==> src/rtl/spi_pkg.sv <==
// Shared types and default constants for the SPI frame sequencer.
package spi_pkg;

  typedef logic [7:0] byte_t;

  typedef enum logic [2:0] {
    IDLE  = 3'd0,
    SETUP = 3'd1,
    LOAD  = 3'd2,
    WAIT  = 3'd3,
    HOLD  = 3'd4
  } seq_state_e;

  localparam int SPI_FIFO_DEPTH = 4;
  localparam int SPI_SETUP_CYC  = 2;
  localparam int SPI_LEN_W      = 5;

endpackage

==> src/rtl/spi_byte_fifo.sv <==
// Byte FIFO with one extra pointer bit to tell full from empty. A push into a
// full FIFO is accepted only when a pop frees the head slot in the same cycle.
module spi_byte_fifo
  import spi_pkg::*;
#(
  parameter int DEPTH = SPI_FIFO_DEPTH
) (
  input  logic  clk,
  input  logic  rst,
  input  logic  push,
  input  byte_t push_data,
  input  logic  pop,
  output logic  full,
  output logic  empty,
  output byte_t data
);

  localparam int AW = $clog2(DEPTH);
  localparam int PW = AW + 1;
  localparam logic [PW-1:0] PTR_ONE  = PW'(1);
  localparam logic [PW-1:0] PTR_ZERO = PW'(0);

  byte_t         mem_r [DEPTH];
  logic [PW-1:0] wr_ptr_r;
  logic [PW-1:0] rd_ptr_r;
  logic          do_push_s;
  logic          do_pop_s;

  // Occupancy flags, head data and the operations actually accepted this cycle
  always_comb begin
    empty     = (wr_ptr_r == rd_ptr_r);
    full      = (wr_ptr_r[AW] != rd_ptr_r[AW]) &&
                (wr_ptr_r[AW-1:0] == rd_ptr_r[AW-1:0]);
    do_pop_s  = pop && !empty;
    do_push_s = push && (!full || do_pop_s);
    data      = mem_r[rd_ptr_r[AW-1:0]];
  end

  // Pointer and storage update; reset flushes the FIFO
  always_ff @(posedge clk) begin
    if (rst) begin
      wr_ptr_r <= PTR_ZERO;
      rd_ptr_r <= PTR_ZERO;
      for (int i = 0; i < DEPTH; i++) begin
        mem_r[i] <= 8'h00;
      end
    end else begin
      if (do_push_s) begin
        mem_r[wr_ptr_r[AW-1:0]] <= push_data;
        wr_ptr_r                <= wr_ptr_r + PTR_ONE;
      end
      if (do_pop_s) begin
        rd_ptr_r <= rd_ptr_r + PTR_ONE;
      end
    end
  end

endmodule

==> src/rtl/spi_frame_sequencer.sv <==
// Host-side SPI frame sequencer: TX/RX byte FIFOs around an 8-bit engine with
// slave-select framing. Define SPI_FRAME_LOOPBACK_EN to add the loopback input.
module spi_frame_sequencer
  import spi_pkg::*;
#(
  parameter int FIFO_DEPTH = SPI_FIFO_DEPTH,
  parameter int SETUP_CYC  = SPI_SETUP_CYC,
  parameter int LEN_W      = SPI_LEN_W
) (
  input  logic             clk,
  input  logic             rst,
  input  logic [7:0]       tx_data,
  input  logic             tx_valid,
  output logic             tx_ready,
  input  logic [LEN_W-1:0] frame_len,
  input  logic             frame_start,
  output logic             frame_busy,
  output logic [7:0]       rx_data,
  output logic             rx_valid,
  input  logic             rx_ready,
  output logic             rx_overflow,
  output logic             ss,
  output logic [7:0]       eng_data_in,
  output logic             eng_start,
  input  logic             eng_done,
`ifdef SPI_FRAME_LOOPBACK_EN
  input  logic             loopback,
`endif
  input  logic [7:0]       eng_data_out
);

  localparam int CNT_W = $clog2(SETUP_CYC + 1) + 1;
  localparam logic [CNT_W-1:0] CNT_LAST = CNT_W'(SETUP_CYC - 1);
  localparam logic [CNT_W-1:0] CNT_ONE  = CNT_W'(1);
  localparam logic [CNT_W-1:0] CNT_ZERO = CNT_W'(0);
  localparam logic [LEN_W-1:0] LEN_ONE  = LEN_W'(1);
  localparam logic [LEN_W-1:0] LEN_ZERO = LEN_W'(0);

  seq_state_e       state_r;
  seq_state_e       state_s;
  logic [CNT_W-1:0] cnt_r;
  logic [CNT_W-1:0] cnt_s;
  logic [LEN_W-1:0] rem_r;
  logic [LEN_W-1:0] rem_s;
  logic             ss_r;
  logic             ss_s;
  logic             busy_r;
  logic             busy_s;
  logic             eng_start_r;
  logic             eng_start_s;
  byte_t            eng_data_r;
  byte_t            eng_data_s;
  logic             ovf_r;
  logic             ovf_s;

  logic             tx_pop_s;
  logic             tx_full_s;
  logic             tx_empty_s;
  byte_t            tx_head_s;
  logic             rx_push_s;
  byte_t            rx_push_data_s;
  logic             rx_pop_s;
  logic             rx_full_s;
  logic             rx_empty_s;

  assign tx_ready    = !tx_full_s;
  assign rx_valid    = !rx_empty_s;
  assign rx_pop_s    = rx_valid && rx_ready;
  assign ss          = ss_r;
  assign frame_busy  = busy_r;
  assign eng_start   = eng_start_r;
  assign eng_data_in = eng_data_r;
  assign rx_overflow = ovf_r;

`ifdef SPI_FRAME_LOOPBACK_EN
  // In loopback the byte handed to the engine comes straight back into RX
  assign rx_push_data_s = loopback ? eng_data_r : eng_data_out;
`else
  assign rx_push_data_s = eng_data_out;
`endif

  spi_byte_fifo #(.DEPTH(FIFO_DEPTH)) u_tx_fifo (
    .clk       (clk),
    .rst       (rst),
    .push      (tx_valid && tx_ready),
    .push_data (tx_data),
    .pop       (tx_pop_s),
    .full      (tx_full_s),
    .empty     (tx_empty_s),
    .data      (tx_head_s)
  );

  spi_byte_fifo #(.DEPTH(FIFO_DEPTH)) u_rx_fifo (
    .clk       (clk),
    .rst       (rst),
    .push      (rx_push_s),
    .push_data (rx_push_data_s),
    .pop       (rx_pop_s),
    .full      (rx_full_s),
    .empty     (rx_empty_s),
    .data      (rx_data)
  );

  // State register
  always_ff @(posedge clk) begin
    if (rst) begin
      state_r <= IDLE;
    end else begin
      state_r <= state_s;
    end
  end

  // Next state plus next values of the registered frame outputs
  always_comb begin
    state_s     = state_r;
    cnt_s       = cnt_r;
    rem_s       = rem_r;
    ss_s        = ss_r;
    busy_s      = busy_r;
    eng_start_s = 1'b0;
    eng_data_s  = eng_data_r;
    tx_pop_s    = 1'b0;
    rx_push_s   = 1'b0;
    case (state_r)
      IDLE: begin
        if (frame_start && (frame_len != LEN_ZERO)) begin
          state_s = SETUP;
          rem_s   = frame_len;
          cnt_s   = CNT_ZERO;
          ss_s    = 1'b0;
          busy_s  = 1'b1;
        end else begin
          ss_s    = 1'b1;
          busy_s  = 1'b0;
        end
      end
      SETUP: begin
        if (cnt_r == CNT_LAST) begin
          state_s = LOAD;
          cnt_s   = CNT_ZERO;
        end else begin
          cnt_s   = cnt_r + CNT_ONE;
        end
      end
      LOAD: begin
        // An empty TX FIFO stalls here with ss kept low
        if (!tx_empty_s) begin
          tx_pop_s    = 1'b1;
          eng_data_s  = tx_head_s;
          eng_start_s = 1'b1;
          state_s     = WAIT;
        end else begin
          state_s     = LOAD;
        end
      end
      WAIT: begin
        if (eng_done) begin
          rx_push_s = 1'b1;
          rem_s     = rem_r - LEN_ONE;
          if (rem_r == LEN_ONE) begin
            state_s = HOLD;
            cnt_s   = CNT_ZERO;
          end else begin
            state_s = LOAD;
          end
        end else begin
          state_s   = WAIT;
        end
      end
      HOLD: begin
        if (cnt_r == CNT_LAST) begin
          state_s = IDLE;
          cnt_s   = CNT_ZERO;
          ss_s    = 1'b1;
          busy_s  = 1'b0;
        end else begin
          cnt_s   = cnt_r + CNT_ONE;
        end
      end
      default: begin
        state_s = IDLE;
        cnt_s   = CNT_ZERO;
        ss_s    = 1'b1;
        busy_s  = 1'b0;
      end
    endcase
  end

  // A received byte is dropped only when RX is full and the host is not popping
  always_comb begin
    if (rx_push_s && rx_full_s && !rx_pop_s) begin
      ovf_s = 1'b1;
    end else begin
      ovf_s = 1'b0;
    end
  end

  // Registered frame outputs, counters and byte count
  always_ff @(posedge clk) begin
    if (rst) begin
      cnt_r       <= CNT_ZERO;
      rem_r       <= LEN_ZERO;
      ss_r        <= 1'b1;
      busy_r      <= 1'b0;
      eng_start_r <= 1'b0;
      eng_data_r  <= 8'h00;
      ovf_r       <= 1'b0;
    end else begin
      cnt_r       <= cnt_s;
      rem_r       <= rem_s;
      ss_r        <= ss_s;
      busy_r      <= busy_s;
      eng_start_r <= eng_start_s;
      eng_data_r  <= eng_data_s;
      ovf_r       <= ovf_s;
    end
  end

endmodule

==> config.mk <==
export PLATFORM = sky130hd
export DESIGN_NAME = spi_frame_sequencer
export DESIGN_NICKNAME = d
export VERILOG_FILES = /design/src/rtl/spi_pkg.sv /design/src/rtl/spi_byte_fifo.sv /design/src/rtl/spi_frame_sequencer.sv
export SDC_FILE = /design/constraint.sdc
export NUM_CORES = 1
export LEC_CHECK = 0
export ABC_CLOCK_PERIOD_IN_PS = 2700
export CORE_MARGIN = 1.5
export CORE_UTILIZATION = 31
export DETAILED_ROUTE_END_ITERATION = 12
export MAX_ROUTING_LAYER = met4
export PLACE_DENSITY = 0.54
export SLEW_MARGIN = 20
export SYNTH_ARGS = -nofsm -noshare
export SYNTH_HDL_FRONTEND = slang
export SYNTH_HIERARCHICAL = 1
export SYNTH_SLANG_ARGS = --single-unit
==> constraint.sdc <==
create_clock -name clk -period 2.7 [get_ports clk]
set_input_delay 0.675 -clock clk [delete_from_list [all_inputs] [get_ports clk]]
set_output_delay 0.675 -clock clk [all_outputs]
set_load 0.1 [all_outputs]
==> results of run 1 <==
-- metal layers --
layer / vias to the layer above / wire [um] / global-route usage
met5: - / 0 / -
met4: 0 / 136 / 0.04331
met3: 7 / 324 / 0.02728
met2: 47 / 5182 / 0.2204
met1: 1675 / 5088 / 0.1725
li1: 1720 / - / -
-- layout by cell type, fill, tap and decap left out, types with 16 or more instances in the layout --
master and n:
nor2_1 32, clkdlybuf4s50_1 25, mux4_2 16, nand2b_1 19, nor3_1 50, inv_1 29
nand2_1 23, dfxtp_1 39, buf_4 40, a21oi_1 20, edfxtp_1 64
-- power breakdown --
part / internal, mW / switching [mW]
combinational: 0.303 / 0.499
clock: 0.662 / 0.654
sequential: 1.77 / 0.0707
total: 2.73 / 1.22
-- sequential cells by signal (all words and copies together), names as in the netlist, named ones only --
| name | cells |
|---|---|
| u_tx_fifo/rd_ptr_r | 3 |
| u_rx_fifo/wr_ptr_r | 3 |
| state_r | 3 |
| u_rx_fifo/rd_ptr_r | 3 |
| u_tx_fifo/mem_r | 32 |
| u_tx_fifo/wr_ptr_r | 3 |
| eng_data_in | 8 |
| rx_overflow | 1 |
| eng_start | 1 |
| rem_r | 5 |
| frame_busy | 1 |
| u_rx_fifo/mem_r | 32 |
| cnt_r | 3 |
| ss | 1 |
-- cells in the mapped netlist (5+ instances only) --
cell	instances	area, um^2
dfxtp_1	39	780.8
nor2b_1	10	62.56
nand2b_1	19	118.9
o21bai_1	6	45.04
mux2_2	6	67.56
mux4_2	16	360.4
a21oi_1	20	100.1
edfxtp_1	64	1922
inv_1	29	108.9
xnor2_1	7	61.31
xor2_1	6	52.55
nand2_1	23	86.33
a31oi_1	5	31.28
buf_1	8	30.03
nor2_1	32	120.1
buf_6	6	67.56
ha_1	6	75.07
nor3_1	50	250.2
-- path summary, 6_finish.rpt --
path,depth (start not counted),to,slack [ns],from
max,8,u_tx_fifo/mem_r[3][0]$_DFFE_PP_,0.25,u_tx_fifo/rd_ptr_r[1]$_SDFFE_PP0N_
min,2,eng_data_in[6]$_SDFFE_PP0P_,0.46,eng_data_in[6]$_SDFFE_PP0P_
max reg2reg,8,u_tx_fifo/mem_r[3][0]$_DFFE_PP_,0.25,u_tx_fifo/rd_ptr_r[1]$_SDFFE_PP0N_
min reg2reg,2,eng_data_in[6]$_SDFFE_PP0P_,0.46,eng_data_in[6]$_SDFFE_PP0P_
-- worst max-delay path: cells and delay by family, from the launching register on --
family | cells | cell delay, ns
AOI/OAI and AO/OA | 2 | 0.91
and+or+nand+nor | 3 | 0.41
DFF | 1 | 0.37
xor gates and xnor gates | 1 | 0.30
buffers and inverters | 2 | 0.20
-- metrics by stage --
| step | area (um^2) | hold WS, ns | std cells |
|---|---|---|---|
| floorplan | 5060 | 0.4563 | 435 |
| global placement | 5911 | 0.4472 | 699 |
| detailed placement | 5911 | 0.4466 | 699 |
| CTS | 6216 | 0.4570 | 715 |
| global route | 6223 | 0.4765 | 716 |
| finish | 6223 | 0.4555 | 716 |
-- logic make-up after synthesis --
family,count (synthesis)
AND/OR/NAND/NOR,159
multiplexers,26
buffers and inverters,57
XOR/XNOR,13
AO/OA/AOI/OAI,70
adder cells (fa/ha/maj),7
flip-flops,103
-- final cells by class --
type	count	area, um^2
multi-input cells	275	2077
flip-flops and latches	103	2703
well taps	216	270.3
fillers	1564	9662
inverters	30	112.6
clock inverters	7	80.08
clock buffers	9	225.2
repair buffers	76	755.7
==> run summary, run 1 <==
# DRC -> 0
Worst EP required -> 2.79 ns
Port Buffer Count -> 48
Worst Hold Class -> reg2reg
yosys warns -> 6
Tot Pwr -> 3.958 mW
peak per-stage delay on the critical path -> 0.54 ns
maximum clock frequency -> 0.4074 GHz
n_diodes -> 0
FFs w/ async S/R, synth -> 0
pre-CTS setup slack -> 0.1543 ns
Via density -> 4.817
post-synthesis mux area share -> 0.09248
Area growth syn-to-layout -> 23.00%
H-tree lvl count -> 3
initial DRC count -> 175
status -> complete, no violations
Leak Pwr -> 2.280 nW
Primary FF master, synth -> edfxtp_1
CTS Hold Bufs -> 0
average size of a mapped cell -> 11.63 um^2
Crit Path Max Fanout -> 8
EDFF count, synth -> 64
Nets -> 528
crit-path cells -> xnor2_1 > nand3_1 > inv_1 > nor2_1 > nand3b_1 > inv_2 > o41a_2 > a31o_2
Antenna Nets Post-Route -> 0
# IOs -> 49
clock skew -> 0.01461 ns
WS Path Type -> reg2reg
Synth Area in Simple Gates -> 0.1654
Final min period -> 2.454 ns
Post-Syn Instances -> 435
number of core rows -> 46
Seq/Total Area, Yosys -> 0.5341
vias in the first global route -> 3391
cts repair resizes -> 0
Tcrit/Tclk final -> 0.9090
drt first pass iters -> 4
Post-Synth Adder-Cell Area -> 0.01682
max-cap viol count -> 0
synth unique cells -> 65
CP Capture Type -> register
synthesized area -> 5060 um^2
DP Wirelength -> 7.552 mm
full die area -> 17100 um^2
first-pass GRT wire length -> 17.24 mm
syn nets -> 468
maximum vdd drop -> 0.2889 mV
setup bufs post-CTS -> 0
Clk pin slew, worst setup/hold paths -> 0.08 ns
vias post-DR -> 3449
crit start category -> register
Tightest Pin Transition -> 0.5791 ns
TritonCTS clock tree -> yes
Worst Path Arrival -> 2.54 ns
Routability Congestion -> 0.7519
XOR/XNOR Fraction of Synth Area -> 0.02250
drt total wl -> 10.73 mm
core footprint -> 15890 um^2
endpoints failing hold -> 0
Synth Register Bits -> 103
initial antenna violation count -> 0
Final Setup Violations -> 0
total CTS buffers -> 9
Core Util, Final -> 0.3918
die height -> 130.8 um
Tot GR Track Use -> 0.1362
RSZ-0062 raised after global routing -> false
Initial Util -> 0.3185
compound-gate portion of the synthesized area -> 0.1133
Pwr per Cell Area -> 636.0 nW/um^2
Longest Clk Path Bufs -> 2
fin worst setup slack -> 0.2456 ns
final setup TNS -> 0 ns
chip width -> 130.8 um
layout cells sized above 1 -> 0.2240
clk_lat worst skew -> 0.36 ns
CP max-delay cell -> o41a_2
largest net degree at the start of global routing -> 33
gr ovfl total -> 0
Clock Tree Root -> clkbuf_16
Max-slew headroom -> 0.6134
CTS Sinks -> 103
routed len/inst -> 14.99 um
main combinational cell family by area after synthesis -> simple AND/OR/NAND/NOR gates
final-report max-slew violation count -> 0
Power figures use the tool's default switching activity.
==> run 2, diff against run 1 <==
--- a/config.mk
+++ b/config.mk
@@ -9,6 +9,8 @@
 export CORE_MARGIN = 1.5
 export CORE_UTILIZATION = 31
 export DETAILED_ROUTE_END_ITERATION = 12
+export GPL_TIMING_DRIVEN = 0
+export HOLD_SLACK_MARGIN = 0.05
 export MAX_ROUTING_LAYER = met4
 export PLACE_DENSITY = 0.54
 export SLEW_MARGIN = 20
==> run 2 against run 1 <==
Net effect: highest routed layer unchanged; cell count is 0.56% higher; routed wire length is 5.1% higher; design area about the same; largest cell class unchanged; maximum frequency decreased by 4.8%; largest power group unchanged; die area unchanged; via count grew 2.6%.
==> run summary, run 2 (same netlist as run 1, synthesis figures left out) <==
status -> complete, no violations
chip width -> 130.8 um (unchanged)
Pwr per Cell Area -> 633.5 nW/um^2 (-0.40%)
maximum clock frequency -> 0.3877 GHz (-4.8%)
Critical path buffers and inverters -> 4 (+2)
first-pass GRT wire length -> 18.25 mm (+5.8%)
vias in the first global route -> 3528 (+4.0%)
clk_lat worst skew -> 0.35 ns (about the same)
Initial Util -> 0.3185 (unchanged)
TritonCTS clock tree -> yes
pre-CTS setup slack -> -0.8492 ns (-1.003 ns)
initial DRC count -> 213 (+22%)
die height -> 130.8 um (unchanged)
DP Wirelength -> 7.699 mm (+1.9%)
worst min-delay path startpoint -> eng_data_in[4]$_SDFFE_PP0P_
drt first pass iters -> 4 (unchanged)
vias post-DR -> 3538 (+2.6%)
Clk pin slew, worst setup/hold paths -> 0.08 ns (about the same)
largest net degree at the start of global routing -> 22 (-33%)
gr ovfl total -> 0 (unchanged)
Port Buffer Count -> 48 (unchanged)
# IOs -> 49 (unchanged)
Worst EP required -> 2.03 ns (-0.76 ns)
fillers -> 1565 (+0.064%)
max-cap viol count -> 0 (unchanged)
Crit Path Max Fanout -> 8 (unchanged)
core footprint -> 15890 um^2 (unchanged)
commonest cells after routing, fill and taps aside -> edfxtp_1 (64), nor3_1 (50), dfxtp_1 (39)
Hold Slack -> 0.4557 ns (+0.0001540 ns)
Final min period -> 2.579 ns (+0.1247 ns)
Leak Pwr -> 2.223 nW (-2.5%)
Most common cell on crit path -> inv_1
Longest Clk Path Bufs -> 2 (unchanged)
Tot GR Track Use -> 0.1448 (+0.008559)
total CTS buffers -> 9 (unchanged)
Routability Congestion -> 0.8351 (+11%)
Clk pwr share -> 0.332 (about the same)
drt total wl -> 11.27 mm (+5.1%)
WS Path Type -> reg2out
H-tree lvl count -> 3 (unchanged)
Final Setup Violations -> 0 (unchanged)
clock skew -> 0.01215 ns (-0.002456 ns)
switch share -> 0.3116 (+0.002425)
crit start category -> register
Setup crit start -> u_rx_fifo/wr_ptr_r[0]$_SDFFE_PP0P_
Via density -> 4.914 (+2.0%)
Clock Tree Root -> clkbuf_16
Tightest Pin Transition -> 1.003 ns (+0.4237 ns)
RR Startpoint -> u_tx_fifo/wr_ptr_r[1]$_SDFFE_PP0P_
CP Capture Type -> primary output
Nets -> 532 (+0.76%)
Antenna Nets Post-Route -> 0 (unchanged)
Worst Hold Class -> reg2reg
crit-path cells -> buf_4 > xnor2_1 > nand3_1 > inv_1 > inv_1 > clkdlybuf4s15_2
fin worst setup slack -> 0.1209 ns (-0.1247 ns)
# DRC -> 0 (unchanged)
final-report max-slew violation count -> 0 (unchanged)
Max-slew headroom -> 0.3294 (-0.2840)
CTS Sinks -> 103 (unchanged)
P_sw -> 1.229 mW (+0.42%)
Tot Pwr -> 3.944 mW (-0.36%)
Pint -> 2.715 mW (-0.71%)
commonest non-fill, non-tap cell in the layout -> edfxtp_1
CP max-delay cell -> clkdlybuf4s15_2
endpoints failing hold -> 0 (unchanged)
RSZ-0062 raised after global routing -> false
Tcrit/Tclk final -> 0.9552 (+0.04620)
Area growth syn-to-layout -> 23.05% (about the same)
n_diodes -> 0 (unchanged)
layout cells sized above 1 -> 0.1984 (-0.02559)
full die area -> 17100 um^2 (unchanged)
Logic pwr share -> 0.206 (+0.003)
number of core rows -> 46 (unchanged)
delay-heaviest family, CP -> buffers and inverters
routed len/inst -> 15.66 um (+4.5%)
Flop pwr share -> 0.462 (-0.003)
Worst Path Arrival -> 1.90 ns (-0.64 ns)
maximum vdd drop -> 0.2947 mV (+2.0%)
peak per-stage delay on the critical path -> 0.46 ns (-0.08 ns)
initial antenna violation count -> 0 (unchanged)
-- run 2: changes by cell type in the layout (fill, tap and decap cells not counted), sizes merged --
| cell | before | now |
|---|---|---|
| inv | 34 | 33 |
| clkdlybuf4s15 | 0 | 2 |
| clkbuf | 9 | 14 |
| buf | 51 | 35 |
| clkinv | 2 | 3 |
| clkdlybuf4s50 | 25 | 38 |
-- run 2: cell type report --
| cell class | instances | area [um^2] | share of cell area |
|---|---|---|---|
| Timing Repair Buffer | 54 | 488.0 | 0.07838 |
| Sequential cell | 103 | 2703 | 0.4341 |
| Buffer | 26 | 163.9 | 0.02633 |
| Multi-Input combinational cell | 275 | 2178 | 0.3499 |
| Tap cell | 216 | 270.3 | 0.04341 |
| Clock buffer | 9 | 225.2 | 0.03617 |
| Inverter | 30 | 112.6 | 0.01809 |
| Clock inverter | 7 | 85.08 | 0.01367 |
-- run 2: final timing paths --
path,end,slack [ns],cells after the start
setup reg to reg,u_tx_fifo/mem_r[3][6]$_DFFE_PP_,0.17,8
hold reg to reg,eng_data_in[4]$_SDFFE_PP0P_,0.46,2
hold / removal,eng_data_in[4]$_SDFFE_PP0P_,0.46,2
setup / recovery,rx_valid,0.12,6
-- run 2: through the flow --
| stage | instances | cell area, um^2 | util | TNS [ns] |
|---|---|---|---|---|
| after CTS | 718 | 6173 | 0.3886 | 0 |
| after floorplan | 435 | 5060 | - | 0 |
| after global placement | 699 | 5811 | 0.3658 | -48.68 |
| final | 720 | 6226 | 0.3919 | 0 |
| after detailed placement | 699 | 5811 | 0.3658 | -51.89 |
| after global routing | 720 | 6226 | 0.3919 | 0 |
-- run 2: routing by layer --
| metal | part of all wire | vias to the layer above | track usage |
|---|---|---|---|
| met4 | 0.012 | 0 | 0.04590 |
| met1 | 0.46 | 1720 | 0.1813 |
| met5 | 0 | - | - |
| met3 | 0.039 | 8 | 0.03176 |
| li1 | - | 1744 | - |
| met2 | 0.49 | 66 | 0.2347 |
-- run 2: repair_timing --
action / in CTS / in global routing
endpoints found under the hold margin: 0 / 0
setup endpoints to repair: 99 / 52
gates resized for setup: 48 / 13
setup buffers: 4 / 2
pin swaps: 3 / 1
hold buffers: 0 / 0
-- run 2: worst register-to-register path, cell delays in order (launching register included) --
cell and delay (ns):
dfxtp_1 0.52, xnor2_2 0.19, nand3_1 0.16, inv_1 0.12, nor2_1 0.06, nand3b_1 0.14
inv_2 0.15, o41a_2 0.56, a31o_2 0.36
-- run 2: power by group through the flow --
stage	sequential (mW)	clock, mW	combinational [mW]
floorplan	1.92	0	0.506
global placement	1.85	0	0.784
detailed placement	1.86	0	0.791
CTS	1.82	1.35	0.804
global route	1.84	1.42	0.874
finish	1.82	1.31	0.811
==> run 3, diff against run 2 <==
--- a/config.mk
+++ b/config.mk
@@ -6,7 +6,7 @@
 export NUM_CORES = 1
 export LEC_CHECK = 0
 export ABC_CLOCK_PERIOD_IN_PS = 2700
-export CORE_MARGIN = 1.5
+export CORE_MARGIN = 3
 export CORE_UTILIZATION = 31
 export DETAILED_ROUTE_END_ITERATION = 12
 export GPL_TIMING_DRIVEN = 0
==> run 3 against run 2 <==
Net effect: design area is 0.30% lower; clock skew is 0.0059 ns lower; cell count is 0.42% lower; routed wire length is 1.2% lower; first-iteration DRC count is 27% higher; maximum frequency is 1.1% higher; sequential cell count stayed put; die area is 4.6% higher; sequential share of layout area is 0.13 points higher; clock power is 3% higher.
==> run summary, run 3 (same netlist as run 1, synthesis figures left out) <==
Area growth syn-to-layout -> 22.68%
endpoints failing hold -> 0 (unchanged)
fillers -> 1573 (+0.51%)
commonest non-fill, non-tap cell in the layout -> edfxtp_1
die height -> 133.8 um (+2.3%)
Worst Hold Class -> reg2reg
CP max-delay cell -> clkdlybuf4s15_2
Routability Congestion -> 0.8308 (-0.51%)
delay-heaviest family, CP -> buffers and inverters
fin worst setup slack -> 0.1489 ns (+0.02799 ns)
Final min period -> 2.551 ns (-0.02799 ns)
number of core rows -> 46 (unchanged)
Worst EP required -> 2.03 ns (about the same)
vias post-DR -> 3505 (-0.93%)
Clk pin slew, worst setup/hold paths -> 0.07 ns (about the same)
Tightest Pin Transition -> 0.9912 ns (-0.01161 ns)
H-tree lvl count -> 3 (unchanged)
core footprint -> 15940 um^2 (+0.36%)
final-report max-slew violation count -> 0 (unchanged)
Crit Path Max Fanout -> 8 (unchanged)
Port Buffer Count -> 48 (unchanged)
gr ovfl total -> 0 (unchanged)
layout cells sized above 1 -> 0.1936 (-0.004800)
# DRC -> 0 (unchanged)
maximum vdd drop -> 0.3003 mV (+1.9%)
FF+latch area -> 2703 um^2 (unchanged)
crit-path cells -> buf_4 > xnor2_1 > nand3_1 > inv_1 > inv_1 > clkdlybuf4s15_2
largest net degree at the start of global routing -> 20 (-9.1%)
pre-CTS setup slack -> -0.8713 ns (-0.02215 ns)
drt total wl -> 11.14 mm (-1.2%)
Nets -> 529 (-0.56%)
Leak Pwr -> 2.213 nW (-0.45%)
initial antenna violation count -> 0 (unchanged)
status -> complete, no violations
max-cap viol count -> 0 (unchanged)
CP Capture Type -> primary output
Worst Path Arrival -> 1.88 ns (-0.02 ns)
Longest Clk Path Bufs -> 2 (unchanged)
Critical path buffers and inverters -> 4 (unchanged)
crit start category -> register
first-pass GRT wire length -> 18.16 mm (-0.49%)
clk_lat worst skew -> 0.35 ns (about the same)
vias in the first global route -> 3457 (-2.0%)
commonest cells after routing, fill and taps aside -> edfxtp_1 (64), nor3_1 (50), dfxtp_1 (39)
routed len/inst -> 15.53 um (-0.79%)
Via density -> 4.888 (-0.52%)
CTS Hold Bufs -> 0 (unchanged)
DP Wirelength -> 7.630 mm (-0.89%)
total CTS buffers -> 9 (unchanged)
n_diodes -> 0 (unchanged)
full die area -> 17890 um^2 (+4.6%)
clock skew -> 0.006265 ns (-0.005886 ns)
WS Path Type -> reg2out
maximum clock frequency -> 0.3920 GHz (+1.1%)
Clock Tree Root -> clkbuf_16
Pwr per Cell Area -> 640.8 nW/um^2 (+1.2%)
peak per-stage delay on the critical path -> 0.46 ns (about the same)
internal reg-to-reg setup slack -> 0.15 ns (-0.02 ns)
Most common cell on crit path -> inv_1
Max-slew headroom -> 0.3371 (+0.007766)
multi-input logic area -> 2178 um^2 (unchanged)
Final Cell Area -> 6207 um^2 (-0.30%)
Tot GR Track Use -> 0.1319 (-0.01294)
chip width -> 133.8 um (+2.3%)
drt first pass iters -> 4 (unchanged)
Initial Util -> 0.3174 (-0.001150)
Antenna Nets Post-Route -> 0 (unchanged)
# IOs -> 49 (unchanged)
TritonCTS clock tree -> yes
Placed Area -> 5811 um^2 (unchanged)
initial DRC count -> 271 (+27%)
RSZ-0062 raised after global routing -> false
Final Setup Violations -> 0 (unchanged)
CTS Sinks -> 103 (unchanged)
Tcrit/Tclk final -> 0.9449 (-0.01037)
==> run 3: cell count changes in the layout (fill, tap and decap cells not counted), sizes merged <==
| cell | delta |
|---|---|
| buf | -3 |
| bufinv | +1 |
| clkinv | -1 |
==> run 3: power by group <==
group,leakage (nW),internal (mW),switching (mW)
clock network,0.150,0.738,0.607
logic,1.08,0.281,0.528
registers,0.979,1.77,0.0535
total,2.21,2.79,1.19
==> run 3: layout make-up <==
| type | instances | share of cell area |
|---|---|---|
| multi-input combinational | 275 | 0.3509 |
| sequential | 103 | 0.4354 |
| inverter | 30 | 0.01854 |
| timing repair buffer | 51 | 0.07498 |
| clock inverter | 7 | 0.01391 |
| tap | 216 | 0.04354 |
| buffer | 26 | 0.02641 |
| clock buffer | 9 | 0.03628 |
==> run 3: routing by layer <==
layer | track usage | share of wire
met1 | 0.1661 | 0.47
met2 | 0.2103 | 0.48
met5 | - | 0
met3 | 0.02644 | 0.033
met4 | 0.05029 | 0.017
==> run 3: path summary, 6_finish.rpt <==
check	startpoint	end	cells after the start
hold / removal	eng_data_in[0]$_SDFFE_PP0P_	eng_data_in[0]$_SDFFE_PP0P_	2
setup reg to reg	u_tx_fifo/wr_ptr_r[1]$_SDFFE_PP0P_	u_tx_fifo/mem_r[3][5]$_DFFE_PP_	8
hold reg to reg	eng_data_in[0]$_SDFFE_PP0P_	eng_data_in[0]$_SDFFE_PP0P_	2
setup / recovery	u_rx_fifo/wr_ptr_r[0]$_SDFFE_PP0P_	rx_valid	6
==> run 3: per-stage QoR <==
step | total power [mW] | instances | utilization | hold WS (ns) | setup TNS [ns]
6_report | 3.978 | 717 | 0.3893 | 0.4594 | 0
5_1_grt | 4.162 | 717 | 0.3893 | 0.4814 | 0
4_1_cts | 4.023 | 718 | 0.3889 | 0.4641 | 0
3_5_place_dp | 2.650 | 699 | 0.3645 | 0.4536 | -53.08
3_3_place_gp | 2.637 | 699 | 0.3645 | 0.4460 | -51.03
2_1_floorplan | 2.430 | 435 | - | 0.4563 | 0
==> run 3: worst min-delay path, stage by stage, from the launching register on <==
cell and delay [ns]:
dfxtp_1 0.31, nand2_1 0.05, a21oi_1 0.05
==> run 3: repair_timing <==
item | in CTS | in global routing
pin swaps | 3 | 0
gates resized for setup | 44 | 18
buffers inserted | 3 | 0
hold endpoints to repair | 0 | 0
setup endpoints to repair | 101 | 47
